### src/rtl/click_classifier.sv
// click_classifier
//   Turns debounced one-cycle press pulses into single / double / triple click
//   events. A sequence stays open while each new press arrives within
//   GAP_CYCLES cycles of the previous one. A third press closes it at once as
//   a triple. Otherwise the window expiring closes it as a single or a double.
//
// Ports
//   clk_i      system clock
//   rst_i      asynchronous active-high reset
//   press_i    one-cycle press pulse from the debouncer
//   single_o   one-cycle pulse: single click classified
//   double_o   one-cycle pulse: double click classified
//   triple_o   one-cycle pulse: triple click classified
//   busy_o     high while a sequence is open
//   last_o     last event code (0 none, 1 single, 2 double, 3 triple)
//   evt_cnt_o  number of classified events, wrapping at 2^CNT_W
module click_classifier #(
  parameter int GAP_CYCLES = 12_500_000,
  parameter int TMR_W      = 24,
  parameter int CNT_W      = 8
) (
  input  logic             clk_i,
  input  logic             rst_i,
  input  logic             press_i,
  output logic             single_o,
  output logic             double_o,
  output logic             triple_o,
  output logic             busy_o,
  output logic [1:0]       last_o,
  output logic [CNT_W-1:0] evt_cnt_o
);

  localparam logic [1:0] IDLE = 2'd0;
  localparam logic [1:0] ONE  = 2'd1;
  localparam logic [1:0] TWO  = 2'd2;

  localparam logic [1:0] EVT_SINGLE = 2'd1;
  localparam logic [1:0] EVT_DOUBLE = 2'd2;
  localparam logic [1:0] EVT_TRIPLE = 2'd3;

  // Final timer value inside the window. The timeout fires on the edge that
  // sees this value, which is the GAP_CYCLES-th edge after the last press.
  localparam logic [TMR_W-1:0] GAP_LAST = TMR_W'(GAP_CYCLES - 1);

  logic [1:0]       state_q,  state_d;
  logic [TMR_W-1:0] timer_q,  timer_d;
  logic             single_q, single_d;
  logic             double_q, double_d;
  logic             triple_q, triple_d;
  logic             busy_q,   busy_d;
  logic [1:0]       last_q,   last_d;
  logic [CNT_W-1:0] cnt_q,    cnt_d;

  always_comb begin
    state_d  = state_q;
    timer_d  = timer_q;
    single_d = 1'b0;
    double_d = 1'b0;
    triple_d = 1'b0;
    last_d   = last_q;
    cnt_d    = cnt_q;

    case (state_q)
      IDLE: begin
        if (press_i) begin
          state_d = ONE;
          timer_d = '0;
        end
      end

      ONE: begin
        // The press is tested before the timeout, so a press landing on the
        // timeout edge extends the sequence instead of closing it.
        if (press_i) begin
          state_d = TWO;
          timer_d = '0;
        end else if (timer_q == GAP_LAST) begin
          state_d  = IDLE;
          timer_d  = '0;
          single_d = 1'b1;
          last_d   = EVT_SINGLE;
          cnt_d    = cnt_q + CNT_W'(1);
        end else begin
          timer_d = timer_q + TMR_W'(1);
        end
      end

      TWO: begin
        if (press_i) begin
          state_d  = IDLE;
          timer_d  = '0;
          triple_d = 1'b1;
          last_d   = EVT_TRIPLE;
          cnt_d    = cnt_q + CNT_W'(1);
        end else if (timer_q == GAP_LAST) begin
          state_d  = IDLE;
          timer_d  = '0;
          double_d = 1'b1;
          last_d   = EVT_DOUBLE;
          cnt_d    = cnt_q + CNT_W'(1);
        end else begin
          timer_d = timer_q + TMR_W'(1);
        end
      end

      default: begin
        state_d = IDLE;
        timer_d = '0;
      end
    endcase

    // Registered from the next state so busy falls on the same edge the
    // event pulse rises.
    busy_d = (state_d != IDLE);
  end

  always_ff @(posedge clk_i or posedge rst_i) begin
    if (rst_i) begin
      state_q  <= IDLE;
      timer_q  <= '0;
      single_q <= 1'b0;
      double_q <= 1'b0;
      triple_q <= 1'b0;
      busy_q   <= 1'b0;
      last_q   <= 2'd0;
      cnt_q    <= '0;
    end else begin
      state_q  <= state_d;
      timer_q  <= timer_d;
      single_q <= single_d;
      double_q <= double_d;
      triple_q <= triple_d;
      busy_q   <= busy_d;
      last_q   <= last_d;
      cnt_q    <= cnt_d;
    end
  end

  assign single_o  = single_q;
  assign double_o  = double_q;
  assign triple_o  = triple_q;
  assign busy_o    = busy_q;
  assign last_o    = last_q;
  assign evt_cnt_o = cnt_q;

endmodule
### config.mk
export PLATFORM = sky130hd
export DESIGN_NAME = click_classifier
export DESIGN_NICKNAME = d
export VERILOG_FILES = /design/src/rtl/click_classifier.sv
export SDC_FILE = /design/constraint.sdc
export NUM_CORES = 1
export LEC_CHECK = 0
export ABC_AREA = 1
export CAP_MARGIN = 25
export CORE_UTILIZATION = 60
export CTS_CLUSTER_SIZE = 12
export DETAILED_ROUTE_END_ITERATION = 16
export PLACE_DENSITY_LB_ADDON = 0.15
export SYNTH_ARGS = -nofsm -noshare
export SYNTH_HDL_FRONTEND = slang
export SYNTH_SLANG_ARGS = --single-unit
export TNS_END_PERCENT = 5
### constraint.sdc
create_clock -name clk_i -period 2.9 [get_ports clk_i]
set_clock_uncertainty 0.15 [all_clocks]
set_input_delay 0.58 -clock clk_i [delete_from_list [all_inputs] [get_ports clk_i]]
set_output_delay 0.58 -clock clk_i [all_outputs]
set_load 0.05 [all_outputs]
==> results of run 1 <==
==> layout by cell type, fill, tap and decap left out, types with 2 or more instances in the layout <==
cell type / count
sky130_fd_sc_hd__nor2_2: 3
sky130_fd_sc_hd__nand2_2: 2
sky130_fd_sc_hd__nor3_1: 5
sky130_fd_sc_hd__nor4_1: 2
sky130_fd_sc_hd__xnor2_1: 5
sky130_fd_sc_hd__xor2_1: 8
sky130_fd_sc_hd__clkbuf_8: 6
sky130_fd_sc_hd__ha_1: 6
sky130_fd_sc_hd__inv_2: 2
sky130_fd_sc_hd__a21oi_1: 8
sky130_fd_sc_hd__dfrtp_1: 40
sky130_fd_sc_hd__nand2_1: 81
sky130_fd_sc_hd__nand4_1: 13
sky130_fd_sc_hd__clkdlybuf4s50_1: 16
sky130_fd_sc_hd__nand3_1: 26
sky130_fd_sc_hd__nor2_1: 48
sky130_fd_sc_hd__inv_1: 46
sky130_fd_sc_hd__o21ai_0: 9
==> kinds of logic (layout without fill, tap and decap cells) <==
logic type	count (synthesis)	after routing	synth area share, %
buf+inv	53	75	9.33
simple gates	188	188	35.9
compound gates	18	18	4.00
flops	40	40	42.7
fa+ha+maj	6	6	3.20
xor+xnor	13	13	4.85
==> worst max-delay path by stage <==
stage / from / slack [ns] / cells after the start / to
detailed placement: press_i / 0.46 / 10 / timer_q[16]$_DFFE_PP0P_
global placement: press_i / 0.51 / 10 / timer_q[16]$_DFFE_PP0P_
global route: evt_cnt_o[2]$_DFFE_PP0P_ / 0.57 / 1 / evt_cnt_o[2]
CTS: evt_cnt_o[2]$_DFFE_PP0P_ / 0.62 / 1 / evt_cnt_o[2]
floorplan: state_q[0]$_DFF_PP0_ / 1.20 / 10 / timer_q[16]$_DFFE_PP0P_
finish: evt_cnt_o[2]$_DFFE_PP0P_ / 0.62 / 1 / evt_cnt_o[2]
==> report_power, final <==
| part | switching (mW) | internal [mW] |
|---|---|---|
| registers | 0.0599 | 0.615 |
| clock network | 0.194 | 0.193 |
| logic | 0.425 | 0.175 |
| total | 0.679 | 0.984 |
==> worst register-to-register path, cell delays in order (launching register included) <==
cell and delay (ns):
sky130_fd_sc_hd__dfrtp_1 0.43, sky130_fd_sc_hd__ha_1 0.24, sky130_fd_sc_hd__nand3_1 0.11, sky130_fd_sc_hd__nor2_1 0.16, sky130_fd_sc_hd__nand3_2 0.16, sky130_fd_sc_hd__nand3_1 0.12
sky130_fd_sc_hd__nand2_2 0.09, sky130_fd_sc_hd__inv_2 0.27, sky130_fd_sc_hd__nor2_1 0.09
==> sequential cells by signal, summed over array words and instances (netlist names) <==
name and count:
timer_q 24, evt_cnt_o 8, last_o 2, state_q 2, busy_o 1, double_o 1
single_o 1, triple_o 1
==> cell type report <==
cell class | count | area (µm²) | area share (%)
timing repair buffer | 17 | 168 | 6.34
sequential | 40 | 1000 | 37.9
clock inverter | 1 | 7.51 | 0.284
multi-input combinational | 225 | 1130 | 42.6
clock buffer | 7 | 86.3 | 3.27
tap | 48 | 60.1 | 2.27
inverter | 50 | 195 | 7.38
==> metal layers <==
layer / vias to the layer above / wire length (µm) / global-route usage [%]
met5: - / 0 / 0
met4: 0 / 60 / 5.83
met3: 8 / 304 / 4.75
met2: 72 / 2180 / 39.3
met1: 959 / 2330 / 38.7
li1: 1042 / - / -
==> impl_metrics.xml, run 1 <==
<?xml version="1.0" encoding="UTF-8"?>
<metrics>
  <group name="route">
    <metric name="detail_route.iter0.violations" unit="">220</metric>
    <metric name="drt-wirelength-per-cell" unit="µm">12.6</metric>
    <metric name="drtAntennaViolNets" unit="">0</metric>
    <metric name="drc_errors" unit="">0</metric>
    <metric name="drtPass1Iterations" unit="">5</metric>
    <metric name="via_count" unit="">2081</metric>
    <metric name="drt_wl_total" unit="mm">4.87</metric>
    <metric name="routed_via_density" unit="">5.36</metric>
  </group>
  <group name="sta">
    <metric name="maxSlewHeadroom" unit="%">66.4</metric>
    <metric name="postLayoutSetupSlackWorst" unit="ns">0.617</metric>
    <metric name="final.period_utilization" unit="%">78.7</metric>
    <metric name="timing.hold.ws" unit="ns">0.354</metric>
    <metric name="worstMarginPinSlew" unit="ns">0.502</metric>
    <metric name="maxSlewViolCount" unit="">0</metric>
    <metric name="timing.final.setup_violations" unit="">0</metric>
    <metric name="count_of_endpoints_failing_hold_in_the_final_timing_report" unit="">0</metric>
    <metric name="period_needed" unit="ns">2.28</metric>
    <metric name="clock.fmax" unit="MHz">438</metric>
    <metric name="grt_setup_unrepaired" unit="">false</metric>
    <metric name="fin_setup_tns" unit="ns">0</metric>
  </group>
  <group name="critical_path">
    <metric name="rr_worst_depth" unit="">8</metric>
    <metric name="worstPathBufferInverterCount" unit="">1</metric>
    <metric name="critical_path_cell_list" unit="">clkdlybuf4s50_1</metric>
    <metric name="cp.required" unit="ns">2.17</metric>
    <metric name="cp_slowest_cell" unit="">sky130_fd_sc_hd__clkdlybuf4s50_1</metric>
    <metric name="timing.critical_path.slowest_cell_delay" unit="ns">0.83</metric>
    <metric name="timing.reg2reg.setup_slack" unit="ns">0.95</metric>
    <metric name="critPathTopFamily" unit="">buffers and inverters</metric>
    <metric name="worst_ep_arrival_time" unit="ns">1.55</metric>
    <metric name="timing_worst_setup_path_type" unit="">reg2out</metric>
    <metric name="crit-reg2reg-capture" unit="">timer_q[20]$_DFFE_PP0P_</metric>
    <metric name="setup.worst_path.end_class" unit="">primary output</metric>
    <metric name="type_of_element_launching_the_critical_path" unit="">register</metric>
    <metric name="critical_path.reg2reg.startpoint" unit="">timer_q[0]$_DFFE_PP0P_</metric>
    <metric name="crit_fanout" unit="">5</metric>
  </group>
  <group name="worst_hold_path">
    <metric name="hold_path_startpoint" unit="">last_o[1]$_DFFE_PP0P_</metric>
    <metric name="hold_path_end" unit="">last_o[1]$_DFFE_PP0P_</metric>
    <metric name="hold_class" unit="">reg2reg</metric>
    <metric name="min_delay_path_depth" unit="">2</metric>
  </group>
  <group name="synthesis">
    <metric name="netlist_top_cells_count" unit="">sky130_fd_sc_hd__nand2_1, sky130_fd_sc_hd__nor2_1, sky130_fd_sc_hd__inv_1</metric>
    <metric name="avgSynthCellArea" unit="µm²">7.38</metric>
    <metric name="synth_most_common_cell" unit="">sky130_fd_sc_hd__nand2_1</metric>
    <metric name="postSynthCellCount" unit="">318</metric>
    <metric name="synth_area" unit="µm²">2350</metric>
    <metric name="yosysTopAreaCell" unit="">sky130_fd_sc_hd__dfrtp_1</metric>
    <metric name="proportion_of_synthesized_chip_area_in_sequential_cells" unit="%">42.7</metric>
    <metric name="post_synth_num_cell_types" unit="">30</metric>
    <metric name="synthArstFlopShare" unit="%">100</metric>
    <metric name="post_synth_main_area_contributors" unit="">sky130_fd_sc_hd__dfrtp_1, sky130_fd_sc_hd__nand2_1, sky130_fd_sc_hd__nor2_1, sky130_fd_sc_hd__inv_1, sky130_fd_sc_hd__nand3_1</metric>
    <metric name="synthesis.yosys.warnings" unit="">0</metric>
    <metric name="yosys_register_bits" unit="">40</metric>
    <metric name="yosys.area.top_type_share" unit="%">42.7</metric>
    <metric name="mappedNetlistNets" unit="">327</metric>
    <metric name="synth-main-ff-cell" unit="">sky130_fd_sc_hd__dfrtp_1</metric>
    <metric name="number_of_flops_mapped_to_enable_cells_by_yosys" unit="">0</metric>
  </group>
  <group name="power_and_ir_drop">
    <metric name="peak_supply_drop" unit="V">0.000497</metric>
    <metric name="power.total" unit="mW">1.66</metric>
    <metric name="power.density_cell_area" unit="nW/µm²">629</metric>
    <metric name="leakage" unit="nW">1.23</metric>
  </group>
  <group name="global_route">
    <metric name="grt_antenna_before_repair" unit="">0</metric>
    <metric name="grt_start_max_net_pins" unit="">41</metric>
    <metric name="global_route_wire_length_before_repair" unit="mm">8.39</metric>
    <metric name="globalRouteTotalUtil" unit="%">26.0</metric>
    <metric name="global_route.overflow_total" unit="">0</metric>
    <metric name="first_global_vias" unit="">1876</metric>
  </group>
  <group name="clock_network">
    <metric name="tritoncts" unit="">yes</metric>
    <metric name="htree_levels" unit="">2</metric>
    <metric name="tritoncts.num_buffers" unit="">5</metric>
    <metric name="cts_post_setup_buffers_inserted" unit="">0</metric>
    <metric name="clock-sinks" unit="">40</metric>
    <metric name="clk_pin_slew" unit="ns">0.08</metric>
    <metric name="cts_root_buffer" unit="">sky130_fd_sc_hd__clkbuf_8</metric>
    <metric name="post_cts_hold_buffer_count" unit="">0</metric>
    <metric name="count_of_instances_resized_after_the_clock_tree_is_built" unit="">0</metric>
    <metric name="ctsLongestPathBuffers" unit="">2</metric>
    <metric name="clock_insertion_delay_at_the_later_pin_of_the_skew_report" unit="ns">0.29</metric>
  </group>
  <group name="cells_and_area">
    <metric name="post_route_cells_drive_above_1_share" unit="%">6.47</metric>
    <metric name="fin_nets" unit="">348</metric>
    <metric name="synthToLayoutAreaGrowth" unit="%">12.7</metric>
    <metric name="layout.cells.non_filler" unit="">388</metric>
    <metric name="fillerInstances" unit="">310</metric>
    <metric name="layout.cell_area.non_filler" unit="µm²">2640</metric>
    <metric name="antenna_cells" unit="">0</metric>
    <metric name="final_core_util" unit="%">71.1</metric>
  </group>
  <group name="floorplan">
    <metric name="core_area" unit="µm²">3720</metric>
    <metric name="die_width" unit="µm">64.5</metric>
    <metric name="ioPinCount" unit="">17</metric>
    <metric name="floorplan.die.height" unit="µm">64.5</metric>
    <metric name="starting_utilization_of_the_core_area" unit="%">63.1</metric>
    <metric name="placementRows" unit="">22</metric>
    <metric name="fp.dieArea" unit="µm²">4160</metric>
  </group>
  <group name="status">
    <metric name="run_status" unit="">finished clean</metric>
  </group>
  <group name="place">
    <metric name="detailedPlacementHpwl" unit="mm">3.65</metric>
    <metric name="portBuffers" unit="">16</metric>
    <metric name="pre_cts_ws" unit="ns">0.461</metric>
    <metric name="dp.cells" unit="">380</metric>
    <metric name="gp_congestion" unit="">0.877</metric>
    <metric name="placedInstanceArea" unit="µm²">2550</metric>
  </group>
  <group name="flow_run">
    <metric name="max_cap_viol_count" unit="">0</metric>
  </group>
</metrics>
No activity file was read; power rests on OpenSTA's default activity.
==> inputs of run 2 (changes only) <==
--- a/config.mk
+++ b/config.mk
@@ -7,7 +7,7 @@
 export LEC_CHECK = 0
 export ABC_AREA = 1
 export CAP_MARGIN = 25
-export CORE_UTILIZATION = 60
+export CORE_UTILIZATION = 53
 export CTS_CLUSTER_SIZE = 12
 export DETAILED_ROUTE_END_ITERATION = 16
 export PLACE_DENSITY_LB_ADDON = 0.15
==> constraint.sdc (replaced) <==
create_clock -name clk_i -period 2.1 [get_ports clk_i]
set_clock_uncertainty 0.15 [all_clocks]
set_input_delay 0.42 -clock clk_i [delete_from_list [all_inputs] [get_ports clk_i]]
set_output_delay 0.42 -clock clk_i [all_outputs]
set_load 0.05 [all_outputs]
==> impl_metrics.xml, run 2 (synthesis results as in run 1) <==
<?xml version="1.0" encoding="UTF-8"?>
<metrics>
  <group name="cells_and_area">
    <metric name="fillerInstances" unit="">369</metric>
    <metric name="mostFrequentLayoutCells" unit="">sky130_fd_sc_hd__nand2_1, sky130_fd_sc_hd__nor2_1, sky130_fd_sc_hd__inv_1</metric>
    <metric name="largest_register" unit="">timer_q</metric>
    <metric name="post_route_cells_drive_above_1_share" unit="%">9.59</metric>
    <metric name="largest_register_ff_count" unit="">24</metric>
    <metric name="layout.cells.non_filler" unit="">394</metric>
    <metric name="antenna_cells" unit="">0</metric>
    <metric name="synthToLayoutAreaGrowth" unit="%">14.0</metric>
    <metric name="layout.cell_area.non_filler" unit="µm²">2670</metric>
    <metric name="fin_nets" unit="">353</metric>
    <metric name="mostFrequentLayoutCell" unit="">sky130_fd_sc_hd__nand2_1</metric>
  </group>
  <group name="sta">
    <metric name="period_needed" unit="ns">2.05</metric>
    <metric name="grt_setup_unrepaired" unit="">false</metric>
    <metric name="worstMarginPinSlew" unit="ns">0.520</metric>
    <metric name="maxSlewHeadroom" unit="%">65.2</metric>
    <metric name="final.period_utilization" unit="%">97.6</metric>
    <metric name="fin_setup_tns" unit="ns">0</metric>
    <metric name="maxSlewViolCount" unit="">0</metric>
    <metric name="clock.fmax" unit="MHz">488</metric>
    <metric name="timing.final.setup_violations" unit="">0</metric>
    <metric name="count_of_endpoints_failing_hold_in_the_final_timing_report" unit="">0</metric>
  </group>
  <group name="clock_network">
    <metric name="post_cts_hold_buffer_count" unit="">0</metric>
    <metric name="clk_pin_slew" unit="ns">0.08</metric>
    <metric name="tritoncts" unit="">yes</metric>
    <metric name="htree_levels" unit="">2</metric>
    <metric name="ctsLongestPathBuffers" unit="">2</metric>
    <metric name="clock-sinks" unit="">40</metric>
    <metric name="cts_root_buffer" unit="">sky130_fd_sc_hd__clkbuf_8</metric>
    <metric name="tritoncts.num_buffers" unit="">5</metric>
    <metric name="cts_post_setup_buffers_inserted" unit="">0</metric>
    <metric name="clock_insertion_delay_at_the_later_pin_of_the_skew_report" unit="ns">0.29</metric>
    <metric name="count_of_instances_resized_after_the_clock_tree_is_built" unit="">0</metric>
  </group>
  <group name="route">
    <metric name="drc_errors" unit="">0</metric>
    <metric name="drt-wirelength-per-cell" unit="µm">12.3</metric>
    <metric name="via_count" unit="">2005</metric>
    <metric name="drt_wl_total" unit="mm">4.85</metric>
    <metric name="drtPass1Iterations" unit="">4</metric>
    <metric name="routed_via_density" unit="">5.09</metric>
    <metric name="detail_route.iter0.violations" unit="">125</metric>
    <metric name="drtAntennaViolNets" unit="">0</metric>
  </group>
  <group name="floorplan">
    <metric name="die_width" unit="µm">68.5</metric>
    <metric name="core_area" unit="µm²">4120</metric>
    <metric name="fp.dieArea" unit="µm²">4700</metric>
    <metric name="ioPinCount" unit="">17</metric>
    <metric name="starting_utilization_of_the_core_area" unit="%">57.0</metric>
    <metric name="placementRows" unit="">23</metric>
    <metric name="floorplan.die.height" unit="µm">68.5</metric>
  </group>
  <group name="place">
    <metric name="dp.cells" unit="">387</metric>
    <metric name="portBuffers" unit="">16</metric>
    <metric name="detailedPlacementHpwl" unit="mm">3.60</metric>
    <metric name="gp_congestion" unit="">0.922</metric>
    <metric name="placedInstanceArea" unit="µm²">2590</metric>
  </group>
  <group name="critical_path">
    <metric name="cp_slowest_cell" unit="">sky130_fd_sc_hd__clkdlybuf4s50_1</metric>
    <metric name="cp.required" unit="ns">1.53</metric>
    <metric name="crit-reg2reg-capture" unit="">timer_q[17]$_DFFE_PP0P_</metric>
    <metric name="worst_ep_arrival_time" unit="ns">1.48</metric>
    <metric name="critical_path_cell_list" unit="">clkdlybuf4s50_1</metric>
    <metric name="timing_worst_setup_path_type" unit="">reg2out</metric>
    <metric name="setup.worst_path.end_class" unit="">primary output</metric>
    <metric name="timing.reg2reg.setup_slack" unit="ns">0.24</metric>
    <metric name="type_of_element_launching_the_critical_path" unit="">register</metric>
    <metric name="rr_worst_depth" unit="">8</metric>
    <metric name="crit_start" unit="">evt_cnt_o[7]$_DFFE_PP0P_</metric>
    <metric name="critPathTopFamily" unit="">buffers and inverters</metric>
    <metric name="critical_path.reg2reg.startpoint" unit="">timer_q[0]$_DFFE_PP0P_</metric>
    <metric name="timing.critical_path.slowest_cell_delay" unit="ns">0.81</metric>
    <metric name="crit_fanout" unit="">3</metric>
    <metric name="worstPathBufferInverterCount" unit="">1</metric>
  </group>
  <group name="power_and_ir_drop">
    <metric name="power.density_cell_area" unit="nW/µm²">849</metric>
    <metric name="peak_supply_drop" unit="V">0.000656</metric>
    <metric name="leakage" unit="nW">1.28</metric>
  </group>
  <group name="global_route">
    <metric name="first_global_vias" unit="">1761</metric>
    <metric name="global_route.overflow_total" unit="">0</metric>
    <metric name="globalRouteTotalUtil" unit="%">23.8</metric>
    <metric name="global_route_wire_length_before_repair" unit="mm">8.14</metric>
    <metric name="grt_antenna_before_repair" unit="">0</metric>
    <metric name="grt_start_max_net_pins" unit="">41</metric>
  </group>
  <group name="flow_run">
    <metric name="max_cap_viol_count" unit="">0</metric>
  </group>
  <group name="worst_hold_path">
    <metric name="min_delay_path_depth" unit="">2</metric>
    <metric name="hold_path_startpoint" unit="">last_o[1]$_DFFE_PP0P_</metric>
    <metric name="hold_path_end" unit="">last_o[1]$_DFFE_PP0P_</metric>
    <metric name="hold_class" unit="">reg2reg</metric>
  </group>
  <group name="status">
    <metric name="run_status" unit="">finished clean</metric>
  </group>
</metrics>
[run 2: changes by cell type in the layout (fill, tap and decap cells not counted), sizes merged]
cell,previous run,this run
clkdlybuf4s50,16,9
clkinv,0,1
buf,1,12
dlymetal6s2s,0,1
clkbuf,7,5
[run 2: area by class of cell]
type | count | area (µm²) | share of cell area, %
clock inverter | 2 | 12.5 | 0.468
clock buffer | 5 | 68.8 | 2.57
tap | 50 | 62.6 | 2.34
multi-input combinational | 225 | 1130 | 42.1
inverter | 50 | 198 | 7.39
timing repair buffer | 22 | 205 | 7.67
sequential | 40 | 1000 | 37.4
[run 2: how the worst max path moves through the flow]
| stage | endpoint | slack [ns] | cells after the start |
|---|---|---|---|
| finish | evt_cnt_o[7] | 0.05 | 1 |
| global route | evt_cnt_o[7] | 0.002 | 1 |
| CTS | evt_cnt_o[5] | 0.01 | 1 |
| detailed placement | evt_cnt_o[7]$_DFFE_PP0P_ | 0.06 | 8 |
| global placement | timer_q[16]$_DFFE_PP0P_ | 0.08 | 10 |
| floorplan | timer_q[16]$_DFFE_PP0P_ | 0.40 | 10 |
[run 2: through the flow]
stage / utilization [%] / hold slack [ns] / setup slack (ns) / power [mW]
floorplan: - / 0.343 / 0.403 / 1.57
CTS: 64.9 / 0.345 / 0.0133 / 2.29
global placement: 62.9 / 0.323 / 0.0815 / 1.77
finish: 65.0 / 0.353 / 0.0501 / 2.27
global route: 65.0 / 0.389 / 0.00232 / 2.44
detailed placement: 62.9 / 0.326 / 0.0551 / 1.79
[run 2: layer usage]
layer / vias to the layer above / wire (µm) / GRT usage (%)
met2: 61 / 2010 / 33.6
met1: 896 / 2430 / 34.7
met5: - / 0 / 0
met4: 0 / 70 / 8.33
met3: 8 / 327 / 6.25
li1: 1040 / - / -
[run 2: power breakdown]
part | switching, mW | internal [mW]
combinational | 0.592 | 0.260
clock | 0.269 | 0.225
sequential | 0.0750 | 0.849
[run 2: worst reg2reg max path: stages (launching register included)]
cell and delay (ns):
sky130_fd_sc_hd__dfrtp_1 0.41, sky130_fd_sc_hd__ha_1 0.23, sky130_fd_sc_hd__nand3_1 0.12, sky130_fd_sc_hd__nor2_1 0.18, sky130_fd_sc_hd__nand3_2 0.17, sky130_fd_sc_hd__nand3_1 0.12, sky130_fd_sc_hd__nand2_2 0.10, sky130_fd_sc_hd__inv_4 0.18
sky130_fd_sc_hd__nor2_1 0.09
